<file path="config.mk">
export PLATFORM = sky130hd
export DESIGN_NAME = nonoverlap_gate_driver
export DESIGN_NICKNAME = d
export VERILOG_FILES = /design/src/rtl/nonoverlap_gate_driver.sv
export SDC_FILE = /design/constraint.sdc
export NUM_CORES = 1
export LEC_CHECK = 0
export CORE_ASPECT_RATIO = 0.6
export CORE_MARGIN = 3
export CORE_UTILIZATION = 31
export DETAILED_ROUTE_END_ITERATION = 8
export PLACE_DENSITY_LB_ADDON = 0.15
export SLEW_MARGIN = 20
export SYNTH_ARGS = -nofsm -noshare
export SYNTH_HDL_FRONTEND = slang
export SYNTH_SLANG_ARGS = --single-unit
</file>
<file path="constraint.sdc">
create_clock -name clk -period 2 [get_ports clk]
set_input_delay 0.6 -clock clk [delete_from_list [all_inputs] [get_ports clk]]
set_output_delay 0.6 -clock clk [all_outputs]
set_load 0.02 [all_outputs]
</file>
<file path="src/rtl/nonoverlap_gate_driver.sv">
// Break-before-make gate driver: splits one requested level into PMOS/NMOS gate drives with a DEAD_CYC both-off gap.
// Optional sticky shoot-through detector is built only when GATE_FAULT_CHK_EN is defined.
module nonoverlap_gate_driver #(
  parameter int DEAD_CYC = 3,
  parameter int CNT_W    = 16
) (
  input  logic             clk,
  input  logic             rst_n,
  input  logic             en,
  input  logic             in,
  output logic             pg,
  output logic             ng,
  output logic             settled,
  output logic [CNT_W-1:0] sw_cnt,
  output logic             fault
);

  localparam int DCNT_W = (DEAD_CYC < 1) ? 1 : $clog2(DEAD_CYC + 1);
  localparam logic [DCNT_W-1:0] DT_LOAD = DCNT_W'(DEAD_CYC - 1);

  typedef enum logic [1:0] {
    S_OFF   = 2'd0,
    S_HI_ON = 2'd1,
    S_LO_ON = 2'd2,
    S_DT    = 2'd3
  } state_t;

  // {pg, ng, settled} for each state; DT and OFF both hold the two devices off.
  function automatic logic [2:0] gate_decode(input state_t s);
    logic [2:0] g;
    case (s)
      S_HI_ON: g = 3'b001;
      S_LO_ON: g = 3'b111;
      S_DT:    g = 3'b100;
      default: g = 3'b100;
    endcase
    return g;
  endfunction

  state_t              state_p0, state_p1;
  logic [DCNT_W-1:0]   dcnt_p0, dcnt_p1;
  logic                sw_inc;
  logic                pg_p1, ng_p1, settled_p1;
  logic [CNT_W-1:0]    sw_cnt_p1;
  logic                fault_now;

`ifdef GATE_FAULT_CHK_EN
  logic fault_p1;
  logic overlap;

  // Overlap on the registered gates forces OFF on the same edge it is seen.
  assign overlap   = ~pg_p1 & ng_p1;
  assign fault_now = fault_p1 | overlap;

  always_ff @(posedge clk) begin
    if (!rst_n) begin
      fault_p1 <= 1'b0;
    end else if (overlap) begin
      fault_p1 <= 1'b1;
    end
  end

  assign fault = fault_p1;
`else
  assign fault_now = 1'b0;
  assign fault     = 1'b0;
`endif

  // Stage p0: next-state decision from the current registered state
  always_comb begin
    state_p0 = state_p1;
    dcnt_p0  = dcnt_p1;
    sw_inc   = 1'b0;
    if (!en || fault_now) begin
      state_p0 = S_OFF;
      dcnt_p0  = '0;
    end else begin
      case (state_p1)
        S_OFF: begin
          state_p0 = in ? S_HI_ON : S_LO_ON;
        end
        S_HI_ON: begin
          if (!in) begin
            state_p0 = S_DT;
            dcnt_p0  = DT_LOAD;
          end
        end
        S_LO_ON: begin
          if (in) begin
            state_p0 = S_DT;
            dcnt_p0  = DT_LOAD;
          end
        end
        S_DT: begin
          if (dcnt_p1 != '0) begin
            dcnt_p0 = dcnt_p1 - DCNT_W'(1);
          end else begin
            state_p0 = in ? S_HI_ON : S_LO_ON;
            sw_inc   = 1'b1;
          end
        end
        default: begin
          state_p0 = S_OFF;
          dcnt_p0  = '0;
        end
      endcase
    end
  end

  // Stage p1: registered state, gate drives and switch count
  always_ff @(posedge clk) begin
    if (!rst_n) begin
      state_p1   <= S_OFF;
      dcnt_p1    <= '0;
      pg_p1      <= 1'b1;
      ng_p1      <= 1'b0;
      settled_p1 <= 1'b0;
      sw_cnt_p1  <= '0;
    end else begin
      state_p1                        <= state_p0;
      dcnt_p1                         <= dcnt_p0;
      {pg_p1, ng_p1, settled_p1}      <= gate_decode(state_p0);
      sw_cnt_p1                       <= sw_cnt_p1 + CNT_W'(sw_inc);
    end
  end

  assign pg      = pg_p1;
  assign ng      = ng_p1;
  assign settled = settled_p1;
  assign sw_cnt  = sw_cnt_p1;

endmodule
</file>
==> impl_metrics.env, run 1 <==
export IMPL_yosys_warnings=0
export IMPL_worstPathMaxFanout=4
export IMPL_timing_rr_end="sw_cnt[10]"
export IMPL_regToRegSetupSlack_ps=120
export IMPL_status="finished clean"
export IMPL_synthSimpleGateAreaFrac_pct=25.55
export IMPL_nets=167
export IMPL_synth_area_leaders="dfxtp_1, ha_1, nand2_1"
export IMPL_cts_htree_levels=1
export IMPL_fmax_mhz=512.9
export IMPL_synth_xor_area_share_pct=3.252
export IMPL_critPathCapture="sw_cnt[1]"
export IMPL_placedCellCount=194
export IMPL_syn_avg_cell_area_um2=8.903
export IMPL_hpwlAfterDp_mm=1.836
export IMPL_final_layout_size_suffix_gt1_share_pct=17.95
export IMPL_grt_max_degree=15
export IMPL_wl_per_cell_um=12.05
export IMPL_netlist_area_um2=1077
export IMPL_yosysTopAreaCell="dfxtp_1"
export IMPL_rr_worst_depth=9
export IMPL_via_per_inst=4.712
export IMPL_grt_pass1_wl_mm=4.105
export IMPL_regArea_um2=460.4
export IMPL_final_cells=198
export IMPL_critPathRequiredTime_ps=1400
export IMPL_peakVddDrop_mv=0.2249
export IMPL_synth_top_family_by_area="simple AND/OR/NAND/NOR gates"
export IMPL_synth_mux_area_share_pct=4.646
export IMPL_netlist_instances=121
export IMPL_p_leak_uw=0.0006114
export IMPL_synth_compound_area_share_pct=11.96
export IMPL_drt_initial_drc_count=42
export IMPL_hold_ws_ps=482.8
export IMPL_synth_fa_ha_area_share_pct=6.969
export IMPL_fp_dieW_um=82.11
export IMPL_drv_cap=0
export IMPL_ios=24
export IMPL_ys_ff_latch=23
export IMPL_utilization_pct=49.19
export IMPL_worstPathCellList="clkdlybuf4s50_1"
export IMPL_worstReg2RegStart="dcnt_p1[0]"
export IMPL_hp_class="reg2reg"
export IMPL_syn_num_nets=131
export IMPL_row_count=15
export IMPL_ant_nets=0
export IMPL_multi_input_area_um2=609.3
export IMPL_clock_path_buffers=2
export IMPL_cts_buffers=3
export IMPL_critPathBufInv=1
export IMPL_ys_seq_area_share_pct=42.74
export IMPL_finClkSkew_ps=6.957
export IMPL_cp_startpoint="sw_cnt[1]"
export IMPL_firstDrtPassIters=4
export IMPL_antenna_cells=0
export IMPL_nFillCells=303
export IMPL_powerDensity_nw_per_um2=533.8
export IMPL_io_buffers=22
export IMPL_slew_violations=0
export IMPL_routed_wl_mm=2.386
export IMPL_end_kind="output pin"
export IMPL_gr_total_overflow=0
export IMPL_period_minus_slack_ps=1950
export IMPL_crit_path_max_incr_delay_ps=650
export IMPL_area_delta_synth_final_pct=40.53
export IMPL_cts_sinks=23
export IMPL_clk_latency_ps=260
export IMPL_critPathKind="reg2out"
export IMPL_tritoncts="built"
export IMPL_critPathSlowestCell="clkdlybuf4s50_1"
export IMPL_tns_ps=0
export IMPL_crit_cells=1
export IMPL_setup_violations=0
export IMPL_hold_buffers=0
export IMPL_path_clk_slew_ps=80
export IMPL_grt_pass1_vias=858
export IMPL_initial_core_util_pct=35.00
export IMPL_drcViolationCount=0
export IMPL_vias=933
export IMPL_coreArea_um2=3078
export IMPL_grt_antenna_before_repair=0
export IMPL_timing_final_crit_share_pct=97.48
export IMPL_netlist_cell_type_count=27
export IMPL_die_h_um=51.66
export IMPL_die_area_um2=4242
export IMPL_critical_path_top_delay_family="buffers and inverters"
export IMPL_cp_start_kind="flop"
export IMPL_hold_viol=0
export IMPL_gp_congestion=0.7146
export IMPL_grt_usage_pct=13.08
export IMPL_synth_top_area_share_pct=42.74
export IMPL_cts_root_buffer="clkbuf_8"
export IMPL_worst_ep_arrival_time_ps=1350
registers in the layout, summed over array words and instances, names as in the netlist:
register  flops
pg            1
state_p1      2
dcnt_p1       2
ng            1
sw_cnt       16
settled       1
report_power, final:
group          total, uW  internal, uW  switching, uW
Combinational       58.7          26.7           32.0
Clock                283           142            141
Sequential           467           464           3.09
Total                808           632            176
cells in the mapped netlist:
library cell and n:
a21boi_0 1, clkbuf_1 2, inv_1 6, nand3_1 5, a211oi_1 1, buf_6 1, xor2_1 3, a21bo_2 1
mux2i_1 5, nor4_1 4, a2bb2oi_1 1, nor2_1 7, o31ai_1 4, conb_1 1, dfxtp_1 23, buf_4 1
nand4_2 2, nand2_1 15, nand4_1 1, a21oi_1 9, ha_1 6, o21ai_0 4, or3_1 3, nand2b_1 6
or4_1 4, xnor2_1 1, and2_1 4
repair_timing:
item                       4_1_cts  5_1_grt
setup buffers                    0        0
setup endpoints to repair       13        9
gates resized for setup          6        8
pin swaps                        2        2
layout make-up:
| type | count | share of cell area, % |
|---|---|---|
| Timing Repair Buffer | 35 | 21.41 |
| Multi-Input combinational cell | 88 | 40.25 |
| Clock buffer | 4 | 2.975 |
| Tap cell | 42 | 3.471 |
| Sequential cell | 23 | 30.41 |
| Inverter | 6 | 1.488 |
layer usage:
metal | share of wire, % | global-route usage (%)
met5 | 0 | 0
met4 | 0.59 | 4.144
met3 | 4.9 | 5.017
met2 | 38 | 17.43
met1 | 56 | 18.95
metrics by stage:
step	total power [uW]	instance area (um^2)	worst slack, ps
floorplan	508.8	1077	48.28
global placement	536.4	1421	-420.0
detailed placement	537.0	1421	-494.1
CTS	823.1	1485	50.30
global route	852.4	1514	-36.85
finish	808.1	1514	50.30
cells by family (layout without fill, tap and decap cells):
| kind of cell | Yosys count | after routing |
|---|---|---|
| simple gates | 51 | 51 |
| flops | 23 | 23 |
| mux | 5 | 5 |
| xor+xnor | 4 | 4 |
| compound gates | 21 | 21 |
| buf+inv | 10 | 45 |
| fa+ha+maj | 6 | 6 |
| other cells | 1 | 1 |
worst min-delay path by stage:
stage	from	endpoint	cells past startpoint
after floorplan	dcnt_p1[1]	dcnt_p1[1]	2
after global placement	sw_cnt[15]	sw_cnt[15]	2
after detailed placement	sw_cnt[15]	sw_cnt[15]	2
after CTS	sw_cnt[15]	sw_cnt[15]	2
after global routing	sw_cnt[15]	sw_cnt[15]	2
final	sw_cnt[15]	sw_cnt[15]	2
cells in the final DEF, fill, tap and decap left out, drive strengths merged, types with 4 or more instances in the layout:
master	count
and2	4
nor2	7
nand3	5
clkdlybuf4s50	18
nor4	4
a21oi	9
nand2	15
clkbuf	4
inv	6
o21ai	4
o31ai	4
ha	6
nand2b	6
dfxtp	23
mux2i	5
buf	13
or4	4
Note: power is estimated with default switching activity, not from simulation.
==> inputs of run 2 (changes only) <==
- CTS_CLUSTER_SIZE: unset -> 16
- TNS_END_PERCENT: unset -> 5
==> impl_metrics.env, run 2 (synthesis gave the netlist of run 1 again) <==
export IMPL_grt_max_degree=15
export IMPL_period_minus_slack_ps=1945
export IMPL_drv_cap=0
export IMPL_power_frac_comb_pct=7.3
export IMPL_coreArea_um2=3078
export IMPL_cts_root_buffer="clkbuf_8"
export IMPL_cts_htree_levels=1
export IMPL_gp_congestion=0.7146
export IMPL_mostFrequentLayoutCell="dfxtp_1"
export IMPL_drcViolationCount=0
export IMPL_peakVddDrop_mv=0.2217
export IMPL_tritoncts="built"
export IMPL_fin_ws_ps=54.52
export IMPL_die_area_um2=4242
export IMPL_critPathSlowestCell="clkdlybuf4s50_1"
export IMPL_hp_class="reg2reg"
export IMPL_via_per_inst=4.742
export IMPL_die_h_um=51.66
export IMPL_row_count=15
export IMPL_critPathKind="reg2out"
export IMPL_clock_power_share_pct=34.8
export IMPL_tns_ps=0
export IMPL_placedCellCount=194
export IMPL_dpl_worst_slack_ps=-494.1
export IMPL_area_delta_synth_final_pct=39.84
export IMPL_largest_reg_flops=16
export IMPL_fp_dieW_um=82.11
export IMPL_hold_viol=0
export IMPL_grt_usage_pct=13.08
export IMPL_p_seq_share_pct=57.9
export IMPL_grt_pass1_wl_mm=4.105
export IMPL_io_buffers=22
export IMPL_ant_nets=0
export IMPL_grt_pass1_vias=858
export IMPL_switchingPower_uw=173.5
export IMPL_slew_violations=0
export IMPL_antenna_cells=0
export IMPL_p_int_uw=632.4
export IMPL_drt_initial_drc_count=46
export IMPL_cts_sinks=23
export IMPL_critical_path_top_delay_family="buffers and inverters"
export IMPL_clock_path_buffers=2
export IMPL_firstDrtPassIters=6
export IMPL_gr_total_overflow=0
export IMPL_vias=939
export IMPL_cts_setup_buffers=0
export IMPL_timing_final_crit_share_pct=97.27
export IMPL_sw_frac_of_total_pct=21.53
export IMPL_powerDensity_nw_per_um2=535.0
export IMPL_ios=24
export IMPL_clk_latency_ps=260
export IMPL_fmax_mhz=514.0
export IMPL_crit_path_max_incr_delay_ps=650
export IMPL_hold_ws_ps=483.1
export IMPL_path_clk_slew_ps=80
export IMPL_nets=167
export IMPL_final_cell_mix="dfxtp_1, clkdlybuf4s50_1, nand2_1"
export IMPL_critPathRequiredTime_ps=1400
export IMPL_fin_area_um2=1506
export IMPL_status="finished clean"
export IMPL_worstPathMaxFanout=4
export IMPL_setup_violations=0
export IMPL_grt_antenna_before_repair=0
export IMPL_wl_per_cell_um=11.86
export IMPL_rsz0062_at_grt="yes"
export IMPL_placed_area_um2=1421
export IMPL_worst_ep_arrival_time_ps=1350
export IMPL_cp_start_kind="flop"
export IMPL_p_leak_uw=0.0006098
export IMPL_worstPathCellList="clkdlybuf4s50_1"
export IMPL_routed_wl_mm=2.349
export IMPL_finClkSkew_ps=5.263
export IMPL_hpwlAfterDp_mm=1.836
export IMPL_final_cells=198
export IMPL_initial_core_util_pct=35.00
export IMPL_hold_buffers=0
export IMPL_cts_buffers=3
export IMPL_critPathBufInv=1
export IMPL_end_kind="output pin"
export IMPL_final_layout_size_suffix_gt1_share_pct=16.67
-- run 2: changes by cell type in the layout (fill, tap and decap cells not counted) --
cell     before  now
or4_1         3    4
a21oi_2       1    0
a21oi_1       8    9
or4_4         1    0
-- run 2: layout make-up --
type                            count  area [um^2]
Inverter                            6        22.52
Multi-Input combinational cell     88        601.8
Fill cell                         302         1572
Timing Repair Buffer               35        324.1
Clock buffer                        4        45.04
Sequential cell                    23        460.4
Tap cell                           42        52.55
-- run 2: path summary, 6_finish.rpt --
check	from	end	slack, ps	cells past startpoint
max	sw_cnt[1]	sw_cnt[1]	50	1
max reg2reg	dcnt_p1[0]	sw_cnt[10]	130	9
min	sw_cnt[15]	sw_cnt[15]	480	2
min reg2reg	sw_cnt[15]	sw_cnt[15]	480	2
-- run 2: stage by stage --
stage / power (uW) / util (%)
floorplan: 508.8 / -
global placement: 536.4 / 46.18
detailed placement: 537.0 / 46.18
CTS: 823.1 / 48.25
global route: 852.3 / 48.94
finish: 805.9 / 48.94
-- run 2: routing by layer --
metal / part of all wire [%] / track usage, %
met1: 56 / 18.95
met2: 38 / 17.43
met3: 5.7 / 5.017
met4: 0.60 / 4.144
met5: 0 / 0
-- run 2: power groups by stage --
stage               logic [uW]  registers, uW  clock network [uW]
floorplan                 27.0            482                   0
global placement          59.0            477                   0
detailed placement        59.4            478                   0
CTS                       59.2            467                 297
global route              66.4            468                 318
finish                    58.9            467                 280
-- run 2: timing repair --
item                       in CTS  in global routing
pin swaps                       2                  2
resized for setup               6                  6
setup endpoints to repair      13                  9
==> inputs of run 3 (changes only) <==
- CELL_PAD_IN_SITES_DETAIL_PLACEMENT: unset -> 1
- CELL_PAD_IN_SITES_GLOBAL_PLACEMENT: unset -> 2
- CORE_UTILIZATION: 31 -> 26
==> impl_metrics.env, run 3 (synthesis gave the netlist of run 1 again) <==
export IMPL_die_h_um=55.86
export IMPL_io_buffers=22
export IMPL_end_kind="output pin"
export IMPL_cp_start_kind="flop"
export IMPL_grt_usage_pct=12.44
export IMPL_vias=975
export IMPL_critPathKind="reg2out"
export IMPL_dpl_worst_slack_ps=-633.5
export IMPL_critPathBufInv=1
export IMPL_hold_buffers=0
export IMPL_ant_nets=0
export IMPL_mostFrequentLayoutCell="dfxtp_1"
export IMPL_timing_final_crit_share_pct=96.50
export IMPL_via_per_inst=4.875
export IMPL_gr_total_overflow=0
export IMPL_worstPathMaxFanout=5
export IMPL_fp_dieW_um=89.10
export IMPL_final_cell_mix="dfxtp_1, clkdlybuf4s50_1, nand2_1"
export IMPL_fmax_mhz=518.1
export IMPL_powerDensity_nw_per_um2=549.7
export IMPL_antenna_cells=0
export IMPL_grt_antenna_before_repair=0
export IMPL_p_leak_uw=0.0006097
export IMPL_row_count=17
export IMPL_grt_pass1_vias=983
export IMPL_hpwlAfterDp_mm=2.181
export IMPL_peakVddDrop_mv=0.1558
export IMPL_grt_pass1_wl_mm=4.816
export IMPL_critPathSlowestCell="clkdlybuf4s50_1"
export IMPL_cts_sinks=23
export IMPL_wl_per_cell_um=14.27
export IMPL_crit_path_max_incr_delay_ps=640
export IMPL_drcViolationCount=0
export IMPL_clock_path_buffers=2
export IMPL_initial_core_util_pct=28.14
export IMPL_cts_buffers=3
export IMPL_worstPathCellList="clkdlybuf4s50_1"
export IMPL_ios=24
export IMPL_setup_violations=0
export IMPL_path_clk_slew_ps=90
export IMPL_area_delta_synth_final_pct=39.26
export IMPL_die_area_um2=4977
export IMPL_largest_reg_flops=16
export IMPL_drv_cap=0
export IMPL_critPathRequiredTime_ps=1400
export IMPL_final_layout_size_suffix_gt1_share_pct=20.92
export IMPL_coreArea_um2=3829
export IMPL_firstDrtPassIters=2
export IMPL_nets=164
export IMPL_cts_setup_buffers=0
export IMPL_critical_path_top_delay_family="buffers and inverters"
export IMPL_gp_congestion=0.7427
export IMPL_clk_latency_ps=270
export IMPL_grt_max_degree=15
export IMPL_period_minus_slack_ps=1930
export IMPL_hp_class="reg2reg"
export IMPL_drt_initial_drc_count=31
export IMPL_routed_wl_mm=2.853
export IMPL_hold_viol=0
export IMPL_slew_violations=0
export IMPL_worst_ep_arrival_time_ps=1330
export IMPL_rsz0062_at_grt="yes"
export IMPL_cts_root_buffer="clkbuf_8"
export IMPL_tritoncts="built"
export IMPL_cts_htree_levels=1
export IMPL_tns_ps=0
export IMPL_status="finished clean"
export IMPL_fin_ws_ps=69.91
export IMPL_finClkSkew_ps=9.813
## run 3: changes by cell type in the layout (fill, tap and decap cells not counted), moves of 2 or more
cell and change:
a21oi_1 -2, a21oi_2 +2, buf_4 -3, dfxtp_1 -2, dfxtp_2 +2, inv_1 -2, inv_2 +2
## run 3: where the power goes
| group | internal [uW] | switching, uW |
|---|---|---|
| combinational | 23.6 | 32.3 |
| clock | 140 | 162 |
| sequential | 464 | 3.32 |
## run 3: worst paths after layout
| check | startpoint | end | slack [ps] | cells past startpoint |
|---|---|---|---|---|
| worst min register to register | sw_cnt[15] | sw_cnt[15] | 480 | 2 |
| worst max-delay path | sw_cnt[9] | sw_cnt[9] | 70 | 1 |
| worst max register to register | dcnt_p1[0] | sw_cnt[10] | 90 | 9 |
| worst min-delay path | sw_cnt[15] | sw_cnt[15] | 480 | 2 |
## run 3: per-layer routing
layer | global-route usage, % | vias up | part of all wire [%]
li1 | - | 490 | -
met1 | 17.81 | 462 | 52
met2 | 18.05 | 18 | 44
met3 | 3.698 | 5 | 3.4
met4 | 3.185 | 0 | 0.81
met5 | 0 | - | 0
## run 3: worst reg2reg max path, delay by kind of cell, from the launching register on
family,cells,cell delay [ps]
buf+inv,1,70
flops,1,340
fa+ha+maj,3,510
simple gates,4,800
compound gates,1,130
## run 3: area by class of cell
type	instances	area, um^2
Fill cell	437	2328
Clock inverter	1	5.005
Clock buffer	3	41.29
Multi-Input combinational cell	88	613.1
Inverter	6	22.52
Sequential cell	23	462.9
Tap cell	47	58.81
Timing Repair Buffer	32	296.5
## run 3: through the flow
stage / area [um^2] / power [uW] / cells / hold WS, ps / util, %
2_1_floorplan: 1077 / 508.8 / 121 / 449.1 / -
3_3_place_gp: 1405 / 531.1 / 196 / 458.7 / 36.70
3_5_place_dp: 1405 / 533.7 / 196 / 464.5 / 36.70
4_1_cts: 1463 / 838.3 / 200 / 479.6 / 38.20
5_1_grt: 1500 / 865.7 / 200 / 502.1 / 39.18
6_report: 1500 / 824.7 / 200 / 479.7 / 39.18
## run 3: what timing repair did
action | 4_1_cts | 5_1_grt
setup endpoints to repair | 14 | 9
hold endpoints to repair | 0 | 0
pin swaps | 1 | 4
resized for setup | 6 | 17
